### src/rtl/mcpu_pkg.sv
// Shared MCPU constants: RAM geometry, memory requester indices and arbiter state encoding.
package mcpu_pkg;

   localparam int unsigned WORD_SIZE = 16;
   localparam int unsigned ADDR_W    = 8;
   localparam int unsigned RAM_SIZE  = 256;

   localparam int unsigned REQ_LOAD  = 0;
   localparam int unsigned REQ_FETCH = 1;
   localparam int unsigned REQ_DATA  = 2;

   localparam logic [0:0] NORMAL = 1'b0;
   localparam logic [0:0] STARVE = 1'b1;

   typedef struct packed {
      logic                 we;
      logic [ADDR_W-1:0]    addr;
      logic [WORD_SIZE-1:0] wdata;
   } mem_req_t;

endpackage

### src/rtl/mcpu_rr_pick.sv
// Combinational round-robin picker: first requester at or after ptr, wrapping to 0.
module mcpu_rr_pick #(
   parameter int unsigned N = 2,
   localparam int unsigned PW = (N > 1) ? $clog2(N) : 1
) (
   input  logic [N-1:0]  req,
   input  logic [PW-1:0] ptr,
   output logic [N-1:0]  gnt_c,
   output logic [PW-1:0] nxt_ptr_c
);

   logic found_c;

   // First pass honours the pointer, second pass covers the wrap-around.
   always_comb begin
      gnt_c     = '0;
      nxt_ptr_c = ptr;
      found_c   = 1'b0;
      for (int unsigned i = 0; i < N; i++) begin
         if (!found_c && req[i] && (PW'(i) >= ptr)) begin
            gnt_c[i]  = 1'b1;
            nxt_ptr_c = (i == N - 1) ? '0 : PW'(i + 1);
            found_c   = 1'b1;
         end
      end
      for (int unsigned i = 0; i < N; i++) begin
         if (!found_c && req[i]) begin
            gnt_c[i]  = 1'b1;
            nxt_ptr_c = (i == N - 1) ? '0 : PW'(i + 1);
            found_c   = 1'b1;
         end
      end
   end

endmodule

### src/rtl/mcpu_mem_arbiter.sv
// Shares the single-port MCPU RAM between loader (fixed priority, starvation-limited),
// instruction fetch and data load/store (round-robin between the latter two).
module mcpu_mem_arbiter
   import mcpu_pkg::*;
#(
   parameter int unsigned NUM_REQ      = 3,
   parameter int unsigned STARVE_LIMIT = 4
) (
   input  logic                         clk,
   input  logic                         reset,
   input  logic [NUM_REQ-1:0]           req,
   input  logic [NUM_REQ-1:0]           we,
   input  logic [NUM_REQ*ADDR_W-1:0]    addr,
   input  logic [NUM_REQ*WORD_SIZE-1:0] wdata,
   output logic [NUM_REQ-1:0]           gnt,
   output logic [NUM_REQ-1:0]           rvalid,
   output logic [WORD_SIZE-1:0]         rdata,
   output logic                         mem_en,
   output logic                         mem_we,
   output logic [ADDR_W-1:0]            mem_addr,
   output logic [WORD_SIZE-1:0]         mem_wdata,
   input  logic [WORD_SIZE-1:0]         mem_rdata
);

   localparam int unsigned RR_N  = NUM_REQ - 1;
   localparam int unsigned PTR_W = (RR_N > 1) ? $clog2(RR_N) : 1;
   localparam int unsigned CNT_W = $clog2(STARVE_LIMIT + 1);

   logic [0:0]         state_q, state_d;
   logic [PTR_W-1:0]   ptr_q, ptr_d;      // relative to REQ_FETCH: 0 means requester 1
   logic [CNT_W-1:0]   cnt_q, cnt_d;
   logic [NUM_REQ-1:0] rvalid_q, rvalid_d;
   logic [RR_N-1:0]    rr_gnt_c;
   logic [PTR_W-1:0]   rr_nxt_c;
   logic               others_c;
   mem_req_t           sel_c;

   mcpu_rr_pick #(.N(RR_N)) u_rr_pick (
      .req       (req[NUM_REQ-1:REQ_FETCH]),
      .ptr       (ptr_q),
      .gnt_c     (rr_gnt_c),
      .nxt_ptr_c (rr_nxt_c)
   );

   assign others_c = |req[NUM_REQ-1:REQ_FETCH];

   // Arbitration and next-state; grant is forced low while reset is asserted.
   always_comb begin
      state_d = state_q;
      ptr_d   = ptr_q;
      cnt_d   = cnt_q;
      gnt     = '0;
      if (state_q == STARVE) begin
         gnt     = {rr_gnt_c, 1'b0};
         cnt_d   = '0;
         state_d = NORMAL;
         if (|rr_gnt_c) ptr_d = rr_nxt_c;
      end else if (req[REQ_LOAD]) begin
         gnt[REQ_LOAD] = 1'b1;
         cnt_d = others_c ? CNT_W'(cnt_q + 1'b1) : '0;
         if (others_c && (cnt_d == CNT_W'(STARVE_LIMIT))) state_d = STARVE;
      end else begin
         gnt   = {rr_gnt_c, 1'b0};
         cnt_d = '0;
         if (|rr_gnt_c) ptr_d = rr_nxt_c;
      end
      if (!reset) gnt = '0;
   end

   // RAM port mux from the granted requester; zero when idle.
   always_comb begin
      sel_c = '0;
      for (int unsigned i = 0; i < NUM_REQ; i++) begin
         if (gnt[i]) begin
            sel_c.we    = we[i];
            sel_c.addr  = addr[i*ADDR_W +: ADDR_W];
            sel_c.wdata = wdata[i*WORD_SIZE +: WORD_SIZE];
         end
      end
      rvalid_d = gnt & ~we;
   end

   assign mem_en    = |gnt;
   assign mem_we    = sel_c.we;
   assign mem_addr  = sel_c.addr;
   assign mem_wdata = sel_c.wdata;
   assign rvalid    = rvalid_q;
   assign rdata     = (|rvalid_q) ? mem_rdata : '0;

   always_ff @(posedge clk or negedge reset) begin
      if (!reset) begin
         state_q  <= NORMAL;
         ptr_q    <= '0;
         cnt_q    <= '0;
         rvalid_q <= '0;
      end else begin
         state_q  <= state_d;
         ptr_q    <= ptr_d;
         cnt_q    <= cnt_d;
         rvalid_q <= rvalid_d;
      end
   end

endmodule

### config.mk
export PLATFORM = sky130hd
export DESIGN_NAME = mcpu_mem_arbiter
export DESIGN_NICKNAME = d
export VERILOG_FILES = /design/src/rtl/mcpu_pkg.sv /design/src/rtl/mcpu_rr_pick.sv /design/src/rtl/mcpu_mem_arbiter.sv
export SDC_FILE = /design/constraint.sdc
export NUM_CORES = 1
export LEC_CHECK = 0
export BUFFER_PORTS_ARGS = -buffer_cell sky130_fd_sc_hd__buf_4
export CAP_MARGIN = 20
export CORE_ASPECT_RATIO = 0.75
export CORE_MARGIN = 2
export CORE_UTILIZATION = 32
export DETAILED_ROUTE_END_ITERATION = 6
export PLACE_DENSITY = 0.87
export SETUP_SLACK_MARGIN = 0.1
export SLEW_MARGIN = 20
export SYNTH_ARGS = -nofsm -noshare
export SYNTH_HDL_FRONTEND = slang
export SYNTH_SLANG_ARGS = --single-unit
### constraint.sdc
create_clock -name clk -period 1.4 [get_ports clk]
set_clock_uncertainty 0.2 [all_clocks]
set_input_delay 0.07 -clock clk [delete_from_list [all_inputs] [get_ports clk]]
set_output_delay 0.07 -clock clk [all_outputs]
set_load 0.01 [all_outputs]
; ---- Word-level counts from Yosys, hierarchy flattened
; Index checks and enable logic that the tools add are counted.
[word_totals]
regBits = 8
word_cells = 51
[classes]
addsub = 1
muxes = 27
eq_ne = 2
n_bitwise = 2
order_cmp = 2
n_reduce_logical = 13
[ops]
columns = operator, count
row1 = 25-bit two-way mux, 3
row2 = 1-bit two-way mux, 17
row3 = 16-bit two-way mux, 1
row4 = 3-bit two-way mux, 5
row5 = 1-bit logical AND, 6
row6 = 3-bit OR reduction, 2
row7 = 2-bit OR reduction, 2
row8 = "3-bit by 1-bit adder with 3-bit output, second input constant", 1
row9 = 3-bit AND, 1
row10 = "3-bit == test, second input constant", 1
row11 = 1-bit logical NOT, 3
row12 = 3-bit inverter, 1
row13 = "1-bit >= comparator, first input constant", 2
row14 = 2-bit two-way mux, 1
row15 = "2-bit by 1-bit != test with 1-bit output, second input constant", 1

; ---- Depth between registers and ports, before layout
[depth]
ltp_word = 19
ltp_mapped = 5

; ---- Cells and area by module
; A second synthesis with hierarchy kept.
[hier_totals]
hier_cells = 168
hier_area_um2 = 1057.3
[modules_own_cells]
columns = mod, area_per_inst_um2, cells_per_inst, instances, seq_area_each_um2
row1 = mcpu_mem_arbiter, 1028.5, 163, 1, 200.2
row2 = mcpu_rr_pick, 28.8, 5, 1, 0.0

; ---- Least setup slack after synthesis
; No wires, ideal clock.
[synth_timing]
path_kind = register to output
startpoint = register rvalid_q[1], in the netlist rvalid[1]
endpoint = output port rdata[11]
path_stages_with_launch = 4
arrival_time_ns = 1.312
t_required_ns = 1.130
n_path_buf = 1
slack_ns = -0.182
cell_sequence = dfrtp_1 -> nor3_1 -> clkbuf_1 -> and2b_1
[synth_between]
elab_chain_len = 2
[synth_lines]
columns = element, line_no
row1 = "start, declared", mcpu_mem_arbiter.sv:32  ; logic [NUM_REQ-1:0] rvalid_q, rvalid_d;
row2 = "start signal, assigned", mcpu_mem_arbiter.sv:100  ; rvalid_q <= rvalid_d;
row3 = 3-bit OR reduction, mcpu_mem_arbiter.sv:88  ; assign rdata = (|rvalid_q) ? mem_rdata : '0;
row4 = 16-bit two-way mux, mcpu_mem_arbiter.sv:88
row5 = "end, declared", mcpu_mem_arbiter.sv:17  ; output logic [WORD_SIZE-1:0] rdata,
; Every way passes these cells.

; ---- Final worst setup path
[layout_timing]
startpoint = register ptr_q
endpoint = output port mem_wdata[9]
[layout_between]
elab_chain_len = 17
elab_cells_between_ends = 21
[layout_lines]
columns = element, line_no
row1 = "start, declared", mcpu_mem_arbiter.sv:30  ; logic [PTR_W-1:0] ptr_q, ptr_d;
row2 = "start signal, assigned", mcpu_mem_arbiter.sv:98  ; ptr_q <= ptr_d;
row3 = 1-bit >= comparator, mcpu_rr_pick.sv:20  ; if (!found_c && req[i] && (PW'(i) >= ptr)) begin
row4 = 1-bit logical AND, mcpu_rr_pick.sv:20
row5 = 1-bit two-way mux, mcpu_rr_pick.sv:20
row6 = 1-bit logical NOT, mcpu_rr_pick.sv:20
row7 = 1-bit logical AND (2 in series), mcpu_rr_pick.sv:20
row8 = 1-bit two-way mux, mcpu_rr_pick.sv:20
row9 = 1-bit logical NOT, mcpu_rr_pick.sv:27  ; if (!found_c && req[i]) begin
row10 = 1-bit logical AND, mcpu_rr_pick.sv:27
row11 = 1-bit two-way mux, mcpu_rr_pick.sv:27
row12 = 1-bit logical NOT, mcpu_rr_pick.sv:27
row13 = 1-bit logical AND, mcpu_rr_pick.sv:27
row14 = 1-bit two-way mux, mcpu_rr_pick.sv:27
row15 = 2-bit two-way mux, mcpu_mem_arbiter.sv:58  ; end else if (req[REQ_LOAD]) begin
row16 = 3-bit two-way mux (*), mcpu_mem_arbiter.sv:53  ; if (state_q == STARVE) begin
row17 = 3-bit two-way mux (*), mcpu_mem_arbiter.sv:67  ; if (!reset) gnt = '0;
row18 = 25-bit two-way mux (*), mcpu_mem_arbiter.sv:74  ; if (gnt[i]) begin
row19 = "end, declared", mcpu_mem_arbiter.sv:21  ; output logic [WORD_SIZE-1:0] mem_wdata,
; Mark *: on every way between the ends. The rest lies on a longest branch, timed or not.

==> run summary <==
Result of the run: complete, but fails checks
Failing checks: hold timing, setup timing
Core Area: 4100 µm²
Met1 WL: 2.51 mm
Slew HR: 79.2%
Fraction of layout cells with a size suffix above 1: 64.7%
Total grt overflow: 0
Worst vdd ir: 631 µV
Share of synthesized registers carrying an async set or reset: 100%
Number of flops mapped to enable cells by yosys: 0
Max_cap viols: 0
Die height: 60.9 µm
CP max stage delay: 0.42 ns
Post-layout net count: 433
Ant diodes: 0
Yosys reg bits: 8
Synthesized Nets: 267
Critical-path maximum fanout: 5
Final Max Slew Viols: 0
Initial antenna violation count: 0
Die ar.: 4870 µm²
Critical path class: flip-flop to primary output
Top-count cell post-synth: inv_1
Initial Utilization: 33.7%
Mapped cell area: 1380 µm²
Worst path required time: 1.13 ns
Clock transition at path regs: 0.04 ns
Slew @ Worst Pin: 0.308 ns
Slowest-stage cell, CP: dfrtp_1
Pre-CTS setup slack: -0.265 ns
Min-Delay Path Class: input pin to flip-flop
Worst hold slack: -0.0959 ns
Final hold vios: 1
WP buf/inv: 3
Post-detailed-route count of antenna-violating nets: 0
Clock insertion delay at the later pin of the skew report: 0.23 ns
Cell row count: 20
Yosys cell types: 28
CTS hold repair buffers: 6
Vias in the first global route: 1,972
Multi-input gate area: 1260 µm²
First-pass GRT wire length: 9.32 mm
H-tree depth: 1
Input/output buffers: 143
Crit path launch type: flip-flop
Top Metal Used: met4
Synth top area share: 18.1%
Top post-synthesis cells by area: and4b_1, mux2i_1, a41oi_1
Seq/Total Area, Yosys: 14.5%
PwrDens: 476 nW/µm²
Period utilisation layout: 136%
Met3 WL: 543 µm
Drt pass-1 iters: 4
Layout area overhead: 136%
CTS Buffer Depth: 2
Post-route cell area: 3270 µm²
Leakage: 1.73 nW
Arrival @ worst endpoint: 1.63 ns
Post-detail-place hpwl: 4.46 mm
Mapped Cells: 170
Clock Tree Root: clkbuf_8
CTS sink count: 8
Via total after detailed routing: 2,036
Synth area leader: and4b_1
Avg Inst Size Synth: 8.13 µm²
Leading register cell type out of synthesis: dfrtp_1
Critical path's top delay family: buffers and inverters
Upper clock frequency limit: 0.527 GHz
Most Frequent Cell on Critical Path: buf_6
# fillers: 274
Number of vias per cell: 5.23
I/O pins: 144
Routed wl met2: 3.47 mm
Post-synth top cells: inv_1, a41oi_1, and4b_1, mux2i_1, and2b_1
Gp weighted congestion: 0.783
TritonCTS clock tree: done
Placement Cell Area: 2870 µm²
Final worst setup slack: -0.499 ns
Die Width: 79.9 µm
WL final: 6.53 mm
Unrepaired setup endpoints after global routing: yes
DRC: 0
CP Capture Type: primary output
Pin count of the biggest net entering global routing: 30
Inserted Clock Buffers: 3
Yosys warnings: 0
Critical path, cell by cell: nand2b_4, nand4_1, buf_6, clkbuf_16, mux2i_4, buf_6
Gr usage total: 24.5%
Shortest period the worst path allows: 1.90 ns
WL per Instance: 16.8 µm
Final setup vio count: 45
Register Area: 200 µm²
Iteration-0 DRC Markers: 64
layout make-up:
cell class / count / share of cell area, %
clock buffers: 3 / 1.26
inverters: 28 / 3.30
well taps: 55 / 2.11
repair buffers: 180 / 48.5
flip-flops and latches: 8 / 6.13
multi-input cells: 115 / 38.7
stage by stage:
step	TNS (ns)	hold WS (ns)	utilization (%)	instances	total power (W)
after floorplan	-2.32	-0.426	-	170	0.000669
after detailed placement	-5.69	-0.201	69.9	370	0.00112
after global routing	-18.97	-0.0747	79.6	389	0.00163
after global placement	-4.49	-0.198	69.9	370	0.00110
after CTS	-13.98	-0.119	76.4	383	0.00149
final	-16.61	-0.0959	79.6	389	0.00155
worst paths after layout:
| kind | from | to | slack (ns) | cells after the start |
|---|---|---|---|---|
| min in group asynchronous | reset | state_q$_DFF_PN0_ | 0.12 | 3 |
| setup / recovery | ptr_q$_DFFE_PN0P_ | mem_wdata[9] | -0.50 | 6 |
| max in group asynchronous | reset | cnt_q[1]$_DFF_PN0_ | 0.37 | 4 |
| setup reg to reg | state_q$_DFF_PN0_ | cnt_q[2]$_DFF_PN0_ | 0 | 5 |
| hold / removal | req[2] | ptr_q$_DFFE_PN0P_ | -0.1 | 2 |
| hold reg to reg | cnt_q[0]$_DFF_PN0_ | cnt_q[0]$_DFF_PN0_ | 0.28 | 1 |
worst reg2reg max path, cell delays in order (launching register included):
cell,delay (ns)
dfrtp_1,0.38
buf_6,0.18
nor2b_2,0.14
o21ai_0,0.12
buf_4,0.16
nor2_1,0.13
registers in the layout (all words and copies together) (netlist names):
name	count
ptr_q	1
rvalid	3
cnt_q	3
state_q	1
report_power, final:
part           switching [W]  internal [W]
combinational       0.000407      0.000599
clock              0.0000984      0.000187
sequential         0.0000146      0.000247
cells in the final DEF, fill, tap and decap left out:
master	n
a41oi_1	14
buf_12	5
a31oi_1	1
dlygate4sd3_1	6
o21ai_0	1
inv_1	26
mux2i_1	8
ha_1	1
a41oi_2	11
a21oi_2	1
clkbuf_8	3
buf_4	138
mux2i_2	6
nor2_1	7
nor3_4	1
nor2b_1	5
nand2b_4	2
mux2i_4	10
a21boi_4	1
nand3_4	1
clkbuf_16	1
buf_16	1
dfrtp_1	8
buf_6	27
nand3_1	1
nand2_1	1
and2b_1	10
buf_8	2
nor4_1	1
nor2b_4	1
nand4_1	2
inv_2	1
nor2b_2	1
a2bb2oi_2	1
xnor2_1	1
inv_4	1
nor2_2	1
and4b_1	25
per-layer routing:
metal | vias up | track usage [%]
met1 | 974 | 27.2
li1 | 970 | -
met5 | - | 0
met3 | 2 | 6.10
met2 | 90 | 48.5
met4 | 0 | 4.36
logic make-up after synthesis:
group | count (synthesis) | share of synthesized area (%)
and+or+nand+nor | 59 | 32.5
buffers and inverters | 47 | 15.7
AOI/OAI and AO/OA | 30 | 18.5
muxes | 24 | 17.4
DFF | 8 | 14.5
xor gates and xnor gates | 1 | 0.634
adders and majority gates | 1 | 0.905
timing repair:
item                                   4_1_cts  5_1_grt
cloned                                       1        1
buffers inserted                             3        5
resized for setup                           29       21
pin swaps                                    4        1
endpoints found under the hold margin       13        1
setup endpoints to repair                   51       53
Note: power is estimated with default switching activity, not from simulation.
